File: src/rtl/alu_nibble_sequencer_if.sv
// Host-side bundle for alu_nibble_sequencer: start/operand request in,
// busy/done status and the assembled wide result out.
interface alu_nibble_sequencer_if #(
  parameter int NIBBLES = 4
);
  logic                   start;
  logic [4*NIBBLES-1:0]   op_a;
  logic [4*NIBBLES-1:0]   op_b;
  logic [3:0]             op_s;
  logic                   op_m;
  logic                   op_cn;
  logic                   busy;
  logic                   done;
  logic [4*NIBBLES-1:0]   result;
  logic                   cout;
  logic                   eq;

  modport master (
    output start, op_a, op_b, op_s, op_m, op_cn,
    input  busy, done, result, cout, eq
  );

  modport slave (
    input  start, op_a, op_b, op_s, op_m, op_cn,
    output busy, done, result, cout, eq
  );
endinterface

File: src/rtl/alu_nibble_sequencer.sv
// Time-multiplexes one 74181 slice over NIBBLES nibbles, LSB first; done pulses NIBBLES+1 cycles after accept.
// start is only taken in IDLE; requests while busy or done are dropped, nothing is queued.
module alu_nibble_sequencer #(
  parameter int NIBBLES = 4
) (
  input  logic                 clk,
  input  logic                 rst,
  alu_nibble_sequencer_if.slave host,
  output logic [3:0]           alu_a,
  output logic [3:0]           alu_b,
  output logic [3:0]           alu_s,
  output logic                 alu_m,
  output logic                 alu_cn,
  input  logic [3:0]           alu_f,
  input  logic                 alu_cn4,
  input  logic                 alu_eq
);

  localparam int IW = (NIBBLES > 1) ? $clog2(NIBBLES) : 1;
  localparam logic [IW-1:0] LAST = IW'(NIBBLES - 1);

  typedef enum logic [1:0] {IDLE, RUN, DONE} state_t;

  state_t                  state_q, state_d;
  logic [NIBBLES-1:0][3:0] op_a_q, op_b_q, result_q;
  logic [3:0]              op_s_q;
  logic                    op_m_q;
  logic                    carry_q;
  logic                    eq_acc_q;
  logic                    cout_q;
  logic                    eq_q;
  logic [IW-1:0]           idx_q;
  logic                    accept;
  logic                    last;

  assign last = (idx_q == LAST);

  always_ff @(posedge clk) begin
    if (rst) state_q <= IDLE;
    else     state_q <= state_d;
  end

  always_comb begin
    state_d   = state_q;
    accept    = 1'b0;
    host.busy = 1'b0;
    host.done = 1'b0;
    case (state_q)
      IDLE: begin
        if (host.start) begin
          accept  = 1'b1;
          state_d = RUN;
        end
      end
      RUN: begin
        host.busy = 1'b1;
        if (last) state_d = DONE;
      end
      DONE: begin
        host.done = 1'b1;
        state_d   = IDLE;
      end
      default: state_d = IDLE;
    endcase
  end

  // The carry register is left alone on the final nibble so alu_cn keeps
  // showing the last value driven to the slice while idle.
  always_ff @(posedge clk) begin
    if (rst) begin
      op_a_q   <= '0;
      op_b_q   <= '0;
      op_s_q   <= '0;
      op_m_q   <= 1'b0;
      carry_q  <= 1'b0;
      eq_acc_q <= 1'b0;
      idx_q    <= '0;
      result_q <= '0;
      cout_q   <= 1'b0;
      eq_q     <= 1'b0;
    end else if (accept) begin
      op_a_q   <= host.op_a;
      op_b_q   <= host.op_b;
      op_s_q   <= host.op_s;
      op_m_q   <= host.op_m;
      carry_q  <= host.op_cn;
      eq_acc_q <= 1'b1;
      idx_q    <= '0;
    end else if (state_q == RUN) begin
      result_q[idx_q] <= alu_f;
      eq_acc_q        <= eq_acc_q & alu_eq;
      if (last) begin
        cout_q <= alu_cn4;
        eq_q   <= eq_acc_q & alu_eq;
      end else begin
        idx_q   <= idx_q + 1'b1;
        carry_q <= alu_cn4;
      end
    end
  end

  assign alu_a       = op_a_q[idx_q];
  assign alu_b       = op_b_q[idx_q];
  assign alu_s       = op_s_q;
  assign alu_m       = op_m_q;
  assign alu_cn      = carry_q;
  assign host.result = result_q;
  assign host.cout   = cout_q;
  assign host.eq     = eq_q;

endmodule

File: src/flat_wrapper.sv
// flat-port wrapper written by rule: the top's interface ports become plain ports
module alu_nibble_sequencer_flat 
#(
  parameter int NIBBLES = 4
)
  (clk, rst, alu_a, alu_b, alu_s, alu_m, alu_cn, alu_f, alu_cn4, alu_eq, host_start, host_op_a, host_op_b, host_op_s, host_op_m, host_op_cn, host_busy, host_done, host_result, host_cout, host_eq);
  alu_nibble_sequencer_if #(.NIBBLES(NIBBLES)) host_i ();
  input  logic clk;
  input  logic rst;
  output logic [3:0] alu_a;
  output logic [3:0] alu_b;
  output logic [3:0] alu_s;
  output logic alu_m;
  output logic alu_cn;
  input  logic [3:0] alu_f;
  input  logic alu_cn4;
  input  logic alu_eq;
  input wire logic [$bits(host_i.start)-1:0] host_start;
  input wire logic [$bits(host_i.op_a)-1:0] host_op_a;
  input wire logic [$bits(host_i.op_b)-1:0] host_op_b;
  input wire logic [$bits(host_i.op_s)-1:0] host_op_s;
  input wire logic [$bits(host_i.op_m)-1:0] host_op_m;
  input wire logic [$bits(host_i.op_cn)-1:0] host_op_cn;
  output wire logic [$bits(host_i.busy)-1:0] host_busy;
  output wire logic [$bits(host_i.done)-1:0] host_done;
  output wire logic [$bits(host_i.result)-1:0] host_result;
  output wire logic [$bits(host_i.cout)-1:0] host_cout;
  output wire logic [$bits(host_i.eq)-1:0] host_eq;
  assign host_i.start = host_start;
  assign host_i.op_a = host_op_a;
  assign host_i.op_b = host_op_b;
  assign host_i.op_s = host_op_s;
  assign host_i.op_m = host_op_m;
  assign host_i.op_cn = host_op_cn;
  assign host_busy = host_i.busy;
  assign host_done = host_i.done;
  assign host_result = host_i.result;
  assign host_cout = host_i.cout;
  assign host_eq = host_i.eq;
  alu_nibble_sequencer #(.NIBBLES(NIBBLES)) u_core (.clk(clk), .rst(rst), .host(host_i), .alu_a(alu_a), .alu_b(alu_b), .alu_s(alu_s), .alu_m(alu_m), .alu_cn(alu_cn), .alu_f(alu_f), .alu_cn4(alu_cn4), .alu_eq(alu_eq));
endmodule
File: config.mk
export PLATFORM = sky130hd
export DESIGN_NAME = alu_nibble_sequencer_flat
export DESIGN_NICKNAME = d
export VERILOG_FILES = /design/src/rtl/alu_nibble_sequencer_if.sv /design/src/rtl/alu_nibble_sequencer.sv /design/src/flat_wrapper.sv
export SDC_FILE = /design/constraint.sdc
export NUM_CORES = 1
export LEC_CHECK = 0
export ABC_AREA = 1
export CAP_MARGIN = 20
export CELL_PAD_IN_SITES_DETAIL_PLACEMENT = 1
export CELL_PAD_IN_SITES_GLOBAL_PLACEMENT = 2
export CORE_MARGIN = 2
export CORE_UTILIZATION = 25
export DETAILED_ROUTE_END_ITERATION = 6
export HOLD_SLACK_MARGIN = 0.08
export PLACE_DENSITY_LB_ADDON = 0.1
export SKIP_CTS_REPAIR_TIMING = 1
export SLEW_MARGIN = 25
export SYNTH_ARGS = -nofsm -noshare
export SYNTH_HDL_FRONTEND = slang
export SYNTH_SLANG_ARGS = --single-unit
File: constraint.sdc
create_clock -name clk -period 1.4 [get_ports clk]
set_input_delay 0.14 -clock clk [delete_from_list [all_inputs] [get_ports clk]]
set_output_delay 0.14 -clock clk [all_outputs]
set_load 0.005 [all_outputs]
* After elaboration in Yosys (flattened, before gate mapping)
Index checks and enable logic that the tools add are counted.
W data, S select, Z words.
** Word-level totals
- Bits in registers :: 61
- Bits in latches :: 0
- RAM bits :: 0
- Memory bits (read-only) :: 0
- Input port bits :: 47
- Output and inout bits :: 34
- Memories kept :: 0
** Cells by class
- Add/subtract/negate cells :: 1
- Multiply operators :: 0
- Divide/modulo/power cells :: 0
- Order comparisons :: 2
- Equal/unequal tests :: 6
- Shifts and indexed selects :: 0
- Multiplexer cells :: 19
- Bitwise logic cells :: 3
- Reductions and logical operators :: 9
** Operators by type and width (number)
- $bmux W4 S2 :: 2
- $bwmux W16 :: 1
- $mux W4 :: 3
- $mux W1 :: 9
- $demux W4 S2 :: 1
- $reduce_and A2 Y1 :: 4
- $eq A2 B2 Y1 const B :: 2
- $mux W2 :: 2
- $ne A2 B1 Y1 const B :: 2
- $pmux W2 S2 :: 1
- $lt A2 B3 Y1 const B :: 1
- $reduce_and A3 Y1 :: 1
- $add A2 B1 Y2 const B :: 1
- $eq A2 B1 Y1 const B :: 1
- $ge A2 B1 Y1 const B :: 1
- $logic_not A2 Y1 :: 1
- $ne A2 B2 Y1 const B :: 1
- $not A1 Y1 :: 2
- $reduce_bool A2 Y1 :: 1
- $reduce_or A2 Y1 :: 1
- $and A1 B1 Y1 :: 1
- $logic_and A1 B1 Y1 :: 1

* Logic depth before layout (Yosys ltp)
Gate-level depths: netlist of the first run.
- Depth after elaboration :: 5
- Mapped depth :: 7
- Mapped depth without buffers :: 6

* Least setup slack after synthesis of the first run
No wires, ideal clock.
- Path type :: flip-flop to flip-flop
- Start point :: reg u_core.idx_q[0]
- End point :: reg u_core.result_q, in the netlist u_core.host.result[0]
- Setup time :: 0.070 ns
- Arrival :: 1.218 ns
- Setup slack :: 0.113 ns
- Stages on the path, launching flop included :: 8
- Clock period less this slack :: 1.287 ns
- Cells stage by stage :: dfxtp_1 > buf_2 > inv_2 > buf_4 > ha_1 > nand2_1 > nand2_1 > a21oi_1
** On the way
- Cells in the longest elaborated chain, start to end :: 5
- Elaborated cells between the ends (all ways) :: 6
- Those cells by class :: 2 x order compare; 3 x mux; 1 x reduce/logical
** RTL lines
- start: declaration :: line alu_nibble_sequencer.sv:32 : logic [IW-1:0] idx_q;
- start signal: assignment :: line alu_nibble_sequencer.sv:96 : idx_q <= idx_q + 1'b1;
- $lt A2 B3 Y1 (implied by the code) or $ge A2 B1 Y1 (tied branches) :: line alu_nibble_sequencer.sv:90 : result_q[idx_q] <= alu_f;
- $logic_and A1 B1 Y1 (implied by the code) :: line alu_nibble_sequencer.sv:90
- $mux W4 (implied by the code) :: line alu_nibble_sequencer.sv:90
- $demux W4 S2 *
- $bwmux W16 * :: line alu_nibble_sequencer.sv:90
- end signal: indexed assignment :: line alu_nibble_sequencer.sv:90
- end: declaration :: line alu_nibble_sequencer.sv:25 : logic [NIBBLES-1:0][3:0] op_a_q, op_b_q, result_q;
Every way passes the cells marked *; elsewhere a longest branch is shown, timed or not.
A chain may end at the register's enable or synchronous reset.

* Worst setup path in the final report of the first run
- Start point :: reg u_core.idx_q[0]
- End point :: out alu_a[3]
** On the way
- Cells in the longest elaborated chain, start to end :: 2
** RTL lines
- $bmux W4 S2 :: line alu_nibble_sequencer.sv:102 : assign alu_a = op_a_q[idx_q];
- $mux W4 (implied by the code) :: line alu_nibble_sequencer.sv:102
- end: declaration :: line flat_wrapper.sv:10 : output logic [3:0] alu_a;
No other way between the ends. The select of a mux whose other input is x is not followed.

==> results of run 1 <==
-- flip-flops by register name, indices dropped and copies added, names as in the netlist --
| name | flops |
|---|---|
| u_core.host.cout | 1 |
| u_core.alu_m | 1 |
| u_core.op_b_q | 16 |
| u_core.idx_q | 2 |
| u_core.host.eq | 1 |
| u_core.alu_s | 4 |
| u_core.state_q | 2 |
| u_core.op_a_q | 16 |
| u_core.host.result | 16 |
| u_core.alu_cn | 1 |
| u_core.eq_acc_q | 1 |
-- Yosys cell counts (all sizes together) --
| cell type | number |
|---|---|
| nand2 | 34 |
| nand3 | 19 |
| buf | 12 |
| o22ai | 8 |
| ha | 4 |
| dfxtp | 61 |
| nor2 | 96 |
| clkbuf | 7 |
| o21ai | 54 |
| inv | 13 |
| a21oi | 21 |
-- kinds of logic (layout without fill, tap and decap cells) --
logic type | count (synthesis) | after routing
AND/OR/NAND/NOR | 149 | 149
AO/OA/AOI/OAI | 83 | 83
flip-flops | 61 | 61
buffers and inverters | 32 | 128
adder cells (fa/ha/maj) | 4 | 4
-- metal layers --
layer	share of wire, %	GRT usage (%)	wire [um]
met3	4.0	3.56	290
met4	1.2	4.96	91
met2	47	23.8	3460
met5	0	0	0
met1	48	18.2	3500
-- area by class of cell --
| cell class | instances | area (um^2) | share of cell area, % |
|---|---|---|---|
| Multi-Input combinational cell | 236 | 1170 | 30.4 |
| Inverter | 13 | 58.8 | 1.53 |
| Timing Repair Buffer | 100 | 1040 | 27.0 |
| Clock inverter | 1 | 5.00 | 0.130 |
| Sequential cell | 61 | 1230 | 32.1 |
| Clock buffer | 14 | 173 | 4.50 |
| Tap cell | 133 | 166 | 4.34 |
-- power by group through the flow --
stage	registers (mW)	logic, mW	clock network [mW]
2_1_floorplan	1.93	0.319	0
3_3_place_gp	1.94	0.700	0
5_1_grt	1.93	0.789	1.55
3_5_place_dp	1.95	0.710	0
6_report	1.92	0.701	1.42
4_1_cts	1.91	0.713	1.49
-- worst max-delay path by stage --
stage | depth (start not counted) | slack (ns) | startpoint | to
6_report | 4 | -0.06 | u_core.idx_q[0]$_SDFFE_PP0P_ | alu_a[3]
5_1_grt | 4 | -0.18 | u_core.idx_q[0]$_SDFFE_PP0P_ | alu_a[3]
4_1_cts | 4 | -0.55 | u_core.idx_q[0]$_SDFFE_PP0P_ | alu_b[0]
3_5_place_dp | 4 | -0.16 | u_core.idx_q[0]$_SDFFE_PP0P_ | alu_a[2]
3_3_place_gp | 4 | -0.14 | u_core.idx_q[0]$_SDFFE_PP0P_ | alu_b[0]
2_1_floorplan | 7 | 0.11 | u_core.idx_q[0]$_SDFFE_PP0P_ | u_core.host.result[0]$_SDFFE_PP0P_
-- worst reg2reg max path, cell delays in order, from the launching register on --
cell and delay, ns:
dfxtp_4 0.43, buf_2 0.18, ha_2 0.21, inv_1 0.09, nand2_1 0.14, nand3_1 0.08, nand2_1 0.06, nor2_1 0.04
-- through the flow --
step | hold WS, ns | cells
after global routing | 0.432 | 558
after floorplan | 0.274 | 329
after CTS | 0.384 | 556
after detailed placement | 0.455 | 541
after global placement | 0.451 | 541
final | 0.405 | 558
==> metrics.csv, run 1 <==
stage,metric,value,unit
sta,final setup margin,-0.0596,ns
routing,DRT Wirelength,7.34,mm
critical_path,CP max FO,5,
power_and_ir_drop,Net Sw Power,1.04,mW
floorplanning,row count,36,
sta,minimum clock period,1.46,ns
placed_design,Place WS,-0.157,ns
placed_design,hpwl dp,5.28,mm
clock_network,CTS Buffer Depth,2,
routing,via count,2445,
logic_synthesis,sequential fraction of the synthesis area,49.5,%
critical_path,Crit-path slowest cell,dfxtp_4,
power_and_ir_drop,Int Pwr,3.00,mW
power_and_ir_drop,Sw Share,25.7,%
power_and_ir_drop,Power Density,1050,nW/um^2
logic_synthesis,mean post-synth cell area,7.50,um^2
logic_synthesis,Ys Warns,0,
floorplanning,Total Die Area,10700,um^2
critical_path,worst-path cell chain,"buf_12, o21ai_0, o22ai_1, dlymetal6s2s_1",
routing,post-route ant nets,0,
routing,WL/cell,13.2,um
floorplanning,Die Span Y,103,um
logic_synthesis,simple logic cell fraction of the synthesized area,24.7,%
logic_synthesis,Synth Net Count,380,
logic_synthesis,main combinational cell family by area after synthesis,simple AND/OR/NAND/NOR gates,
routing,DR vias/cell,4.38,
final_layout,Total Nets Final,472,
grt,remaining global-route overflow,0,
logic_synthesis,Netlist Area Pre-Place,2470,um^2
sta,setup_tns,-0.105,ns
worst_hold_path,Hold Crit Class,input port to flip-flop,
critical_path,startpoint types,flip-flop,
placed_design,placement-stage cell area,3550,um^2
logic_synthesis,mux cell area share after synthesis,0,%
final_layout,design area,3840,um^2
placed_design,PortBufs,80,
power_and_ir_drop,Clk pwr share,35.3,%
final_layout,Filler Cell Count,1175,
logic_synthesis,Synth Area in XOR/XNOR,0,%
power_and_ir_drop,final total power,4.04,mW
power_and_ir_drop,combinational share of power,17.3,%
logic_synthesis,"Distinct cells, synth",20,
power_and_ir_drop,maximum vdd drop,0.000471,V
critical_path,reg-to-reg critical path startpoint,u_core.idx_q[0]$_SDFFE_PP0P_,
final_layout,post-layout util,39.6,%
critical_path,reg2reg end,u_core.alu_cn$_SDFFE_PP0P_,
clock_network,htree depth,3,
clock_network,CTS tree,built,
grt,global-route wire length before repair,11.8,mm
floorplanning,effective utilization at floorplan,25.5,%
final_layout,"commonest non-fill, non-tap cell in the layout",nor2_1,
run_status,failing checks,setup timing,
critical_path,r2r worst-path depth,7,
grt,initial antenna violation count,0,
critical_path,"slowest stage delay, CP",0.43,ns
clock_network,Root Buffer Master,clkbuf_8,
logic_synthesis,#FFs+latches synth,61,
logic_synthesis,Post-Synth Adder-Cell Area,2.03,%
sta,maximum clock rate,685,MHz
critical_path,Required @ worst endpoint,1.26,ns
sta,max-slew violations,0,
sta,Final Hold Fails,0,
critical_path,Setup crit end kind,primary output,
sta,Clock Skew,0.00481,ns
floorplanning,core area,9680,um^2
placed_design,Final GP Congestion,0.672,
sta,unrepaired setup endpoints after global routing,true,
sta,Relative slew margins,83.6,%
floorplanning,Die X-Extent,103,um
critical_path,Critical Path AT,1.32,ns
logic_synthesis,Mapped Cells,329,
final_layout,Syn-to-layout area delta,55.4,%
job,max-cap viol count,0,
worst_hold_path,hold depth,3,
clock_network,clock slew at the register clock pins of the worst setup and hold paths,0.06,ns
power_and_ir_drop,P_leak,1.54,nW
critical_path,Worst Setup Path Type,flip-flop to primary output,
final_layout,ant diodes,0,
sta,Final period util,104,%
worst_hold_path,hold-critical path endpoint,u_core.host.eq$_SDFFE_PP0P_,
run_status,outcome,"finished, violations left",
routing,DRC Markers,0,
sta,final setup fails,4,
routing,1st-pass router iterations,5,
power_and_ir_drop,Seq pwr share,47.4,%
critical_path,Crit path max-delay family,flip-flops,
clock_network,Clock Sinks,61,
final_layout,most frequent cells in the layout,"nor2_1, clkdlybuf4s50_1, dfxtp_1, o21ai_0, nand2_1",
grt,vias in the first global route,2428,
clock_network,CTS Buf Count,9,
critical_path,FF-to-FF setup slack,0.06,ns
grt,Total GRT Usage,14.4,%
logic_synthesis,Synth Area in Compound Gates,17.2,%
grt,largest net degree at the start of global routing,37,
routing,DRC violation total after the first TritonRoute iteration,38,
logic_synthesis,post-synth top area cell,dfxtp_1,
logic_synthesis,synth top area cells,"dfxtp_1, nor2_1, o21ai_0",
clock_network,clk_lat worst skew,0.33,ns
final_layout,layout cell share with drive strength beyond 1,16.2,%
logic_synthesis,post-synth top area share,49.5,%
floorplanning,Ports,81,
critical_path,worst path bufs/invs,2,
worst_hold_path,Hold Startpoint,alu_eq,
sta,Worst Tran Pin Value,0.245,ns
(Power assumes the default switching activity.)
==> run 2: changes to the inputs <==
- SLEW_MARGIN: 25 -> 20
==> results of run 2 <==
Same layout as run 1: the final DEF is identical, and so are final timing and power.
